--- config.mk ---
export PLATFORM = sky130hd
export DESIGN_NAME = button_press_classifier
export DESIGN_NICKNAME = d
export VERILOG_FILES = /design/src/rtl/btn_pkg.sv /design/src/rtl/tick_counter.sv /design/src/rtl/button_press_classifier.sv
export SDC_FILE = /design/constraint.sdc
export NUM_CORES = 1
export LEC_CHECK = 0
export CAP_MARGIN = 10
export CORE_MARGIN = 1.5
export CORE_UTILIZATION = 50
export CTS_CLUSTER_DIAMETER = 80
export DETAILED_ROUTE_END_ITERATION = 6
export GPL_TIMING_DRIVEN = 0
export PLACE_DENSITY = 0.72
export REMOVE_ABC_BUFFERS = 1
export SYNTH_ARGS = -nofsm -noshare
export SYNTH_HDL_FRONTEND = slang
export SYNTH_SLANG_ARGS = --single-unit
--- constraint.sdc ---
create_clock -name clk -period 1.76 [get_ports clk]
set_input_delay 0.352 -clock clk [delete_from_list [all_inputs] [get_ports clk]]
set_output_delay 0.352 -clock clk [all_outputs]
set_load 0.02 [all_outputs]
--- src/rtl/btn_pkg.sv ---
// Shared definitions for the button press classifier: state encoding,
// the event bundle that the FSM registers, and the default timing
// constants for the 100 MHz board clock.
package btn_pkg;

  // 2-bit state encoding; the fourth code is unused and recovers to idle.
  typedef logic [1:0] state_t;

  localparam state_t ST_IDLE    = 2'd0;
  localparam state_t ST_PRESSED = 2'd1;
  localparam state_t ST_LONG    = 2'd2;

  // 1 s hold threshold and 200 ms auto-repeat period at 100 MHz.
  localparam int LONG_CYCLES_DEFAULT   = 100_000_000;
  localparam int REPEAT_CYCLES_DEFAULT = 20_000_000;

  // One bit per single-cycle event pulse driven by the classifier.
  typedef struct packed {
    logic press;    // press accepted
    logic rls;      // release accepted
    logic short_p;  // release before the long threshold
    logic long_p;   // hold reached the long threshold
    logic rpt;      // auto-repeat tick while held
  } btn_evt_t;

  localparam btn_evt_t EVT_NONE = '0;

  // True for the two states in which the button counts as held.
  function automatic logic is_held(input state_t st);
    return (st == ST_PRESSED) || (st == ST_LONG);
  endfunction

endpackage

--- src/rtl/tick_counter.sv ---
// Free-running terminal counter used for both the hold timer and the
// auto-repeat timer. Counts 0..TERMINAL-1 while enabled, raises done while
// sitting on TERMINAL-1, and wraps to 0 on the next enabled edge.
module tick_counter #(
  parameter int TERMINAL = 2,
  parameter int WIDTH    = $clog2(TERMINAL + 1)
) (
  input  logic clk,
  input  logic reset,
  input  logic clr,
  input  logic en,
  output logic done
);

  localparam logic [WIDTH-1:0] LAST = WIDTH'(TERMINAL - 1);
  localparam logic [WIDTH-1:0] ONE  = WIDTH'(1);

  logic [WIDTH-1:0] cnt;

  // The terminal compare is an equality, so the count can never pass LAST.
  assign done = (cnt == LAST);

  // Count register: clear has priority over enable, wrap on the terminal value.
  always_ff @(posedge clk) begin
    // NOTE: state registers use non-blocking assignments so every flop in the
    // design samples the pre-edge values; blocking here would create ordering races.
    if (reset || clr) begin
      cnt <= '0;
    end else if (en) begin
      cnt <= done ? '0 : cnt + ONE;
    end
  end

endmodule

--- src/rtl/button_press_classifier.sv ---
// Button press classifier: converts the clean debounced button level into
// single-cycle press / release / short / long / auto-repeat events plus a
// held level. All outputs come straight from flops.
module button_press_classifier
  import btn_pkg::*;
#(
  parameter int LONG_CYCLES   = LONG_CYCLES_DEFAULT,
  parameter int REPEAT_CYCLES = REPEAT_CYCLES_DEFAULT,
  parameter bit REPEAT_EN     = 1'b1
) (
  input  logic clk,
  input  logic reset,
  input  logic debounced,
  output logic press_tick,
  output logic release_tick,
  output logic short_press,
  output logic long_press,
  output logic repeat_tick,
  output logic held
);

  localparam int HOLD_W = $clog2(LONG_CYCLES);
  localparam int REP_W  = $clog2(REPEAT_CYCLES + 1);

  state_t   state_q;
  state_t   state_d;
  btn_evt_t evt_d;
  btn_evt_t evt_q;
  logic     held_q;

  logic hold_clr;
  logic hold_en;
  logic hold_done;
  logic rep_clr;
  logic rep_en;
  logic rep_done;

  // Timers only run while their owning state sees the button still down;
  // outside that state they are held at zero so each entry starts fresh.
  assign hold_clr = (state_q != ST_PRESSED);
  assign hold_en  = (state_q == ST_PRESSED) && debounced;
  assign rep_clr  = (state_q != ST_LONG);
  assign rep_en   = (state_q == ST_LONG) && debounced;

  // Hold timer: done on the edge where the hold reaches LONG_CYCLES.
  tick_counter #(
    .TERMINAL (LONG_CYCLES),
    .WIDTH    (HOLD_W)
  ) u_hold_timer (
    .clk   (clk),
    .reset (reset),
    .clr   (hold_clr),
    .en    (hold_en),
    .done  (hold_done)
  );

  // Repeat timer: done once every REPEAT_CYCLES edges while in the long hold.
  tick_counter #(
    .TERMINAL (REPEAT_CYCLES),
    .WIDTH    (REP_W)
  ) u_repeat_timer (
    .clk   (clk),
    .reset (reset),
    .clr   (rep_clr),
    .en    (rep_en),
    .done  (rep_done)
  );

  // State and output registers; reset discards any press in progress silently.
  always_ff @(posedge clk) begin
    if (reset) begin
      state_q <= ST_IDLE;
      evt_q   <= EVT_NONE;
      held_q  <= 1'b0;
    end else begin
      state_q <= state_d;
      evt_q   <= evt_d;
      held_q  <= is_held(state_d);
    end
  end

  // Next-state logic: a release always wins over a coincident timer event.
  always_comb begin
    // NOTE: a default assignment before the case keeps every path assigned,
    // so no latch is inferred for combinational outputs.
    state_d = state_q;
    case (state_q)
      ST_IDLE: begin
        if (debounced) state_d = ST_PRESSED;
      end
      ST_PRESSED: begin
        if (!debounced)     state_d = ST_IDLE;
        else if (hold_done) state_d = ST_LONG;
      end
      ST_LONG: begin
        if (!debounced) state_d = ST_IDLE;
      end
      default: state_d = ST_IDLE;
    endcase
  end

  // Event logic: computes the pulses that the output register will present next cycle.
  always_comb begin
    evt_d = EVT_NONE;
    case (state_q)
      ST_IDLE: begin
        evt_d.press = debounced;
      end
      ST_PRESSED: begin
        if (!debounced) begin
          evt_d.rls     = 1'b1;
          evt_d.short_p = 1'b1;
        end else if (hold_done) begin
          evt_d.long_p = 1'b1;
        end
      end
      ST_LONG: begin
        if (!debounced) begin
          evt_d.rls = 1'b1;
        end else if (rep_done && REPEAT_EN) begin
          evt_d.rpt = 1'b1;
        end
      end
      default: evt_d = EVT_NONE;
    endcase
  end

  assign press_tick   = evt_q.press;
  assign release_tick = evt_q.rls;
  assign short_press  = evt_q.short_p;
  assign long_press   = evt_q.long_p;
  assign repeat_tick  = evt_q.rpt;
  assign held         = held_q;

endmodule

Word level (Yosys, flattened, before mapping) --
Cells that the tools add are included.
Storage, ports and cells: output and inout port bits 6, logic and storage cells 45, input bits 3, bits in registers 60
Operators by class: eq/ne operators 8, reduce and logical (&&, ||, !) cells 10, bitwise logic cells 4, add/sub/neg operators 2, multiplexer cells 12
Operator list (number):
- 27-bit by 1-bit adder with 27-bit output, second input constant | 1
- 27-bit equality test, second input constant | 1
- 27-bit 2-to-1 mux | 1
- 25-bit by 1-bit adder with 25-bit output, second input constant | 1
- 25-bit equality test, second input constant | 1
- 25-bit 2-to-1 mux | 1
- 2-bit 2-to-1 mux | 5
- 2-bit one-hot mux with 3 select lines | 1
- 3-bit OR reduction | 2
- 2-bit by 1-bit equality test with 1-bit output, second input constant | 2
- 2-bit equality test, second input constant | 2
- 1-bit NOT | 4
- 2-bit OR reduction | 2
- 1-bit logical OR | 3
- 1-bit 2-to-1 mux | 3
- 1-bit logical AND | 2
- 2-bit zero test | 1
- 2-bit by 1-bit inequality test with 1-bit output, second input constant | 1
- 2-bit inequality test, second input constant | 1
- 1-bit one-hot mux with 2 select lines | 1

Depth between registers and ports, before layout --
depth after elaboration 6, depth in mapped cells 8, mapped depth without buffers 7

By module --
From an unflattened synthesis, not the netlist that was laid out.
Unflattened totals: cell total of the unflattened synthesis 343, area, all modules 2980.4 µm²
By module, submodules not included:
- tick_counter (u_hold_timer) | cells each 147, area each 1306.3 µm², sequential area each 540.5 µm², times used 1
- tick_counter (u_repeat_timer) | cells each 154, area each 1286.2 µm², sequential area each 500.5 µm², times used 1
- button_press_classifier | cells each 42, area each 387.9 µm², sequential area each 160.2 µm², times used 1

Worst setup path before layout --
Ideal clock, no wire load.
path type reg2reg, from register u_hold_timer.cnt[0], to register state_q[0], cell stages (with the launch flop) 7, library setup time 0.115 ns, clock period less this slack 1.922 ns, arrival 1.807 ns, required time 1.645 ns, setup slack -0.162 ns, path buffers 0, cell sequence dfxtp_1 > ha_1 > or4bb_1 > nor4_4 > nand4_4 > a31o_1 > and2_1
Between the ends: cells in the longest elaborated chain, start to end 4
Ends and longest elaborated chain:
- from (decl) | line tick_counter.sv:18 | logic [WIDTH-1:0] cnt;
- from (signal assigned) | line tick_counter.sv:30 | cnt <= done ? '0 : cnt + ONE;
- 27-bit equality test | line tick_counter.sv:21 | assign done = (cnt == LAST);
- 2-bit 2-to-1 mux | line button_press_classifier.sv:93 | else if (hold_done) state_d = ST_LONG;
- 2-bit 2-to-1 mux | line button_press_classifier.sv:92 | if (!debounced) state_d = ST_IDLE;
- 2-bit one-hot mux with 3 select lines | line button_press_classifier.sv:87 | case (state_q)
- to (signal assigned) | line button_press_classifier.sv:76 | state_q <= state_d;
- to (decl) | line button_press_classifier.sv:25 | state_t state_q;
Every way passes these cells. A chain may end at the register's enable or synchronous reset.

Final worst setup path --
from register u_hold_timer.cnt[19], to register held_q (netlist: held)
Between the ends: cells in the longest elaborated chain, start to end 6, elaborated cells between the ends (all ways) 7, classes of those cells eq/ne: 3; mux: 3; reduce/logical: 1
Ends and longest elaborated chain:
- 27-bit equality test (*) | line tick_counter.sv:21
- 2-bit 2-to-1 mux (*) | line button_press_classifier.sv:93
- 2-bit 2-to-1 mux (*) | line button_press_classifier.sv:92
- 2-bit one-hot mux with 3 select lines (*) | line button_press_classifier.sv:87
- 2-bit by 1-bit equality test with 1-bit output or 2-bit equality test (tied branches) | line btn_pkg.sv:30 | return (st == ST_PRESSED) || (st == ST_LONG);
- 1-bit logical OR (*) | line btn_pkg.sv:30
- to (signal assigned) | line button_press_classifier.sv:78 | held_q <= is_held(state_d);
- to (decl) | line button_press_classifier.sv:29 | logic held_q;
Every way passes the cells marked *; elsewhere a longest branch is shown, timed or not.

==> flow_metrics.env <==
export IMPL_timing_final_ws_setup_ns=-0.339
export IMPL_peakVddDrop_mv=0.404
export IMPL_area_growth_pct=31.7
export IMPL_ctsHoldBuffers=0
export IMPL_end_kind="flop"
export IMPL_worstPathArrival_ns=2.34
export IMPL_synth_edf_count=0
export IMPL_startpoint_type="flop"
export IMPL_avgRoutedWirePerCell_um=16.6
export IMPL_reg2reg_slack_ns=-0.34
export IMPL_cp_max_fo=5
export IMPL_setup_tns_ns=-6.16
export IMPL_grt_usage_pct=24.0
export IMPL_required_ns=2.00
export IMPL_portBuffers=8
export IMPL_fin_util_pct=68.3
export IMPL_cap_violations=0
export IMPL_layout_common_cells="dfxtp_1, nor2_1, xor2_1, nand2_1, nand3_1"
export IMPL_finalSetupViolCount=30
export IMPL_drcViolationCount=0
export IMPL_syn_inst=329
export IMPL_path_class="flop to flop"
export IMPL_violations="negative setup slack"
export IMPL_dp_cells=401
export IMPL_finalNonFillerCells=446
export IMPL_cts_sink_count=60
export IMPL_yosysTopAreaCellShare_pct=41.8
export IMPL_crit_end="held"
export IMPL_synth_area_per_cell_um2=8.73
export IMPL_grt_max_degree=16
export IMPL_overflow=0
export IMPL_ys_flop_type="dfxtp_1"
export IMPL_synth_area_um2=2870
export IMPL_synth_seq_area_share_pct=41.8
export IMPL_post_place_ws_ns=-1.13
export IMPL_powerDensity_nw_per_um2=705
export IMPL_outcome="finished, violations left"
export IMPL_drt_pass1_iter_count=5
export IMPL_whs_path_depth=2
export IMPL_slew_headroom_pct=60.3
export IMPL_worstMarginPinSlew_ns=0.589
export IMPL_skew_ns=0.00812
export IMPL_async_flop_share_pct=0
export IMPL_synth_area_leaders="dfxtp_1, xor2_1, nor2_1"
export IMPL_slew_violations=0
export IMPL_max_freq_mhz=476
export IMPL_ys_warn_count=0
export IMPL_cts_root_buf="clkbuf_8"
export IMPL_grt_setup_unrepaired="yes"
export IMPL_cts_max_path_buffers=2
export IMPL_hold_viol_final=0
export IMPL_final_nets=378
export IMPL_vias=2622
export IMPL_postRouteWirelength_um=7390
export IMPL_rows=27
export IMPL_grt_pass1_wl_um=11700
export IMPL_diodes=0
export IMPL_leakage_nw=1.26
export IMPL_yosysUniqueCellTypes=43
export IMPL_hp_start="debounced"
export IMPL_die_y_um=78.8
export IMPL_dr_first_iter_drc_count=162
export IMPL_crit_start="u_hold_timer.cnt[19]"
export IMPL_hold_path_class="input pin to flop"
export IMPL_clkLatencyLatePin_ns=0.33
export IMPL_ant_nets=0
export IMPL_antenna_found_initial=0
export IMPL_rr_startpoint="u_hold_timer.cnt[19]"
export IMPL_fin_crit_ns=2.10
export IMPL_post_route_cells_drive_above_1_share_pct=28.6
export IMPL_cts_made_buffers=9
export IMPL_fin_crit_sh_pct=119
export IMPL_place_congestion=0.805
export IMPL_synth_top_area_cell="dfxtp_1"
export IMPL_avgViaCountPerCell=5.88
export IMPL_r2r_cells=6
export IMPL_ios=9
export IMPL_layout_commonest_cell="dfxtp_1"
export IMPL_fp_dieW_um=78.8
export IMPL_synth_seq_cells=60
export IMPL_grt_pass1_vias=2462
export IMPL_clk_pin_slew_worst_paths_ns=0.07
export IMPL_dieArea_um2=6210
export IMPL_worstReg2RegEnd="held"
export IMPL_hpwl_um=3550
export IMPL_core_area_um2=5540
export IMPL_start_util_pct=51.9
export IMPL_cts_tree="yes"
export IMPL_htree_levels=3
-- registers in the layout, indices dropped and copies added (netlist names) --
| register | cells |
|---|---|
| u_hold_timer.cnt | 27 |
| u_repeat_timer.cnt | 25 |
| state_q | 2 |
| short_press | 1 |
| long_press | 1 |
| repeat_tick | 1 |
| press_tick | 1 |
| held | 1 |
| release_tick | 1 |
-- routing by layer --
metal,vias to the layer above,global-route usage (%),routed length [um],part of all wire (%)
li1,1224,-,-,-
met1,1291,31.4,3370,46
met2,89,38.2,3500,47
met3,18,4.14,361,4.9
met4,0,12.0,160,2.2
met5,-,0,0,0
-- area by class of cell --
cell class	count	area (um2)
clock buffer	15	176
clock inverter	1	5.00
fill	388	1760
tap	72	90.1
inverter	5	18.8
timing repair buffer	35	342
sequential	60	1220
multi-input combinational	258	1930
-- metrics by stage --
step	hold WS [ns]	area, um2	total power [W]
after global routing	0.465	3780	0.00275
after detailed placement	0.487	3000	0.00149
after global placement	0.483	3000	0.00149
after CTS	0.497	3650	0.00266
after floorplan	0.424	2830	0.00145
final	0.459	3780	0.00267
-- timing repair --
action                                  4_1_cts  5_1_grt
endpoints found under the setup margin       53       55
pin swaps                                    32       19
buffers inserted                             26        3
gates cloned                                  4        0
resized for setup                            39       53
-- synth_stat cells (2+ instances only) --
cell,n
nor3_1,9
dfxtp_1,60
xnor2_1,11
nor4_4,2
xor2_1,36
nor4_1,5
or4bb_1,2
inv_1,5
nand2b_1,5
nor4_2,3
nor2_1,63
a21oi_1,8
nand4_1,19
nor3b_1,3
and3_1,4
and2_1,3
clkbuf_1,5
o21ai_0,2
nand2_1,27
buf_4,2
ha_1,6
nand3_1,28
-- worst min-delay path by stage --
stage | endpoint | slack [ns]
final | short_press | 0.46
after global routing | short_press | 0.46
after CTS | u_repeat_timer.cnt[1] | 0.50
after detailed placement | u_repeat_timer.cnt[1] | 0.49
after global placement | u_repeat_timer.cnt[1] | 0.48
after floorplan | long_press | 0.42
-- cells by family (layout without fill, tap and decap cells) --
logic type	Yosys count	after routing	synth area share [%]
adder cells (fa/ha/maj)	6	6	2.61
AO/OA/AOI/OAI	18	20	4.44
AND/OR/NAND/NOR	185	185	34.6
XOR/XNOR	47	47	14.3
buffers and inverters	13	56	2.22
flip-flops	60	60	41.8
-- report_power, final --
group	total (W)	switching, W	internal, W
clock network	0.00114	0.000517	0.000627
registers	0.00137	0.00000699	0.00136
logic	0.000155	0.0000920	0.0000629
total	0.00267	0.000616	0.00205
-- worst max-delay path: stages, from the launching register on --
cell	delay (ns)
dfxtp_4	0.36
or4b_4	0.55
nor4_4	0.29
nand4_4	0.13
buf_6	0.16
a31o_4	0.23
a211oi_4	0.28
Note: power is estimated with default switching activity, not from simulation.
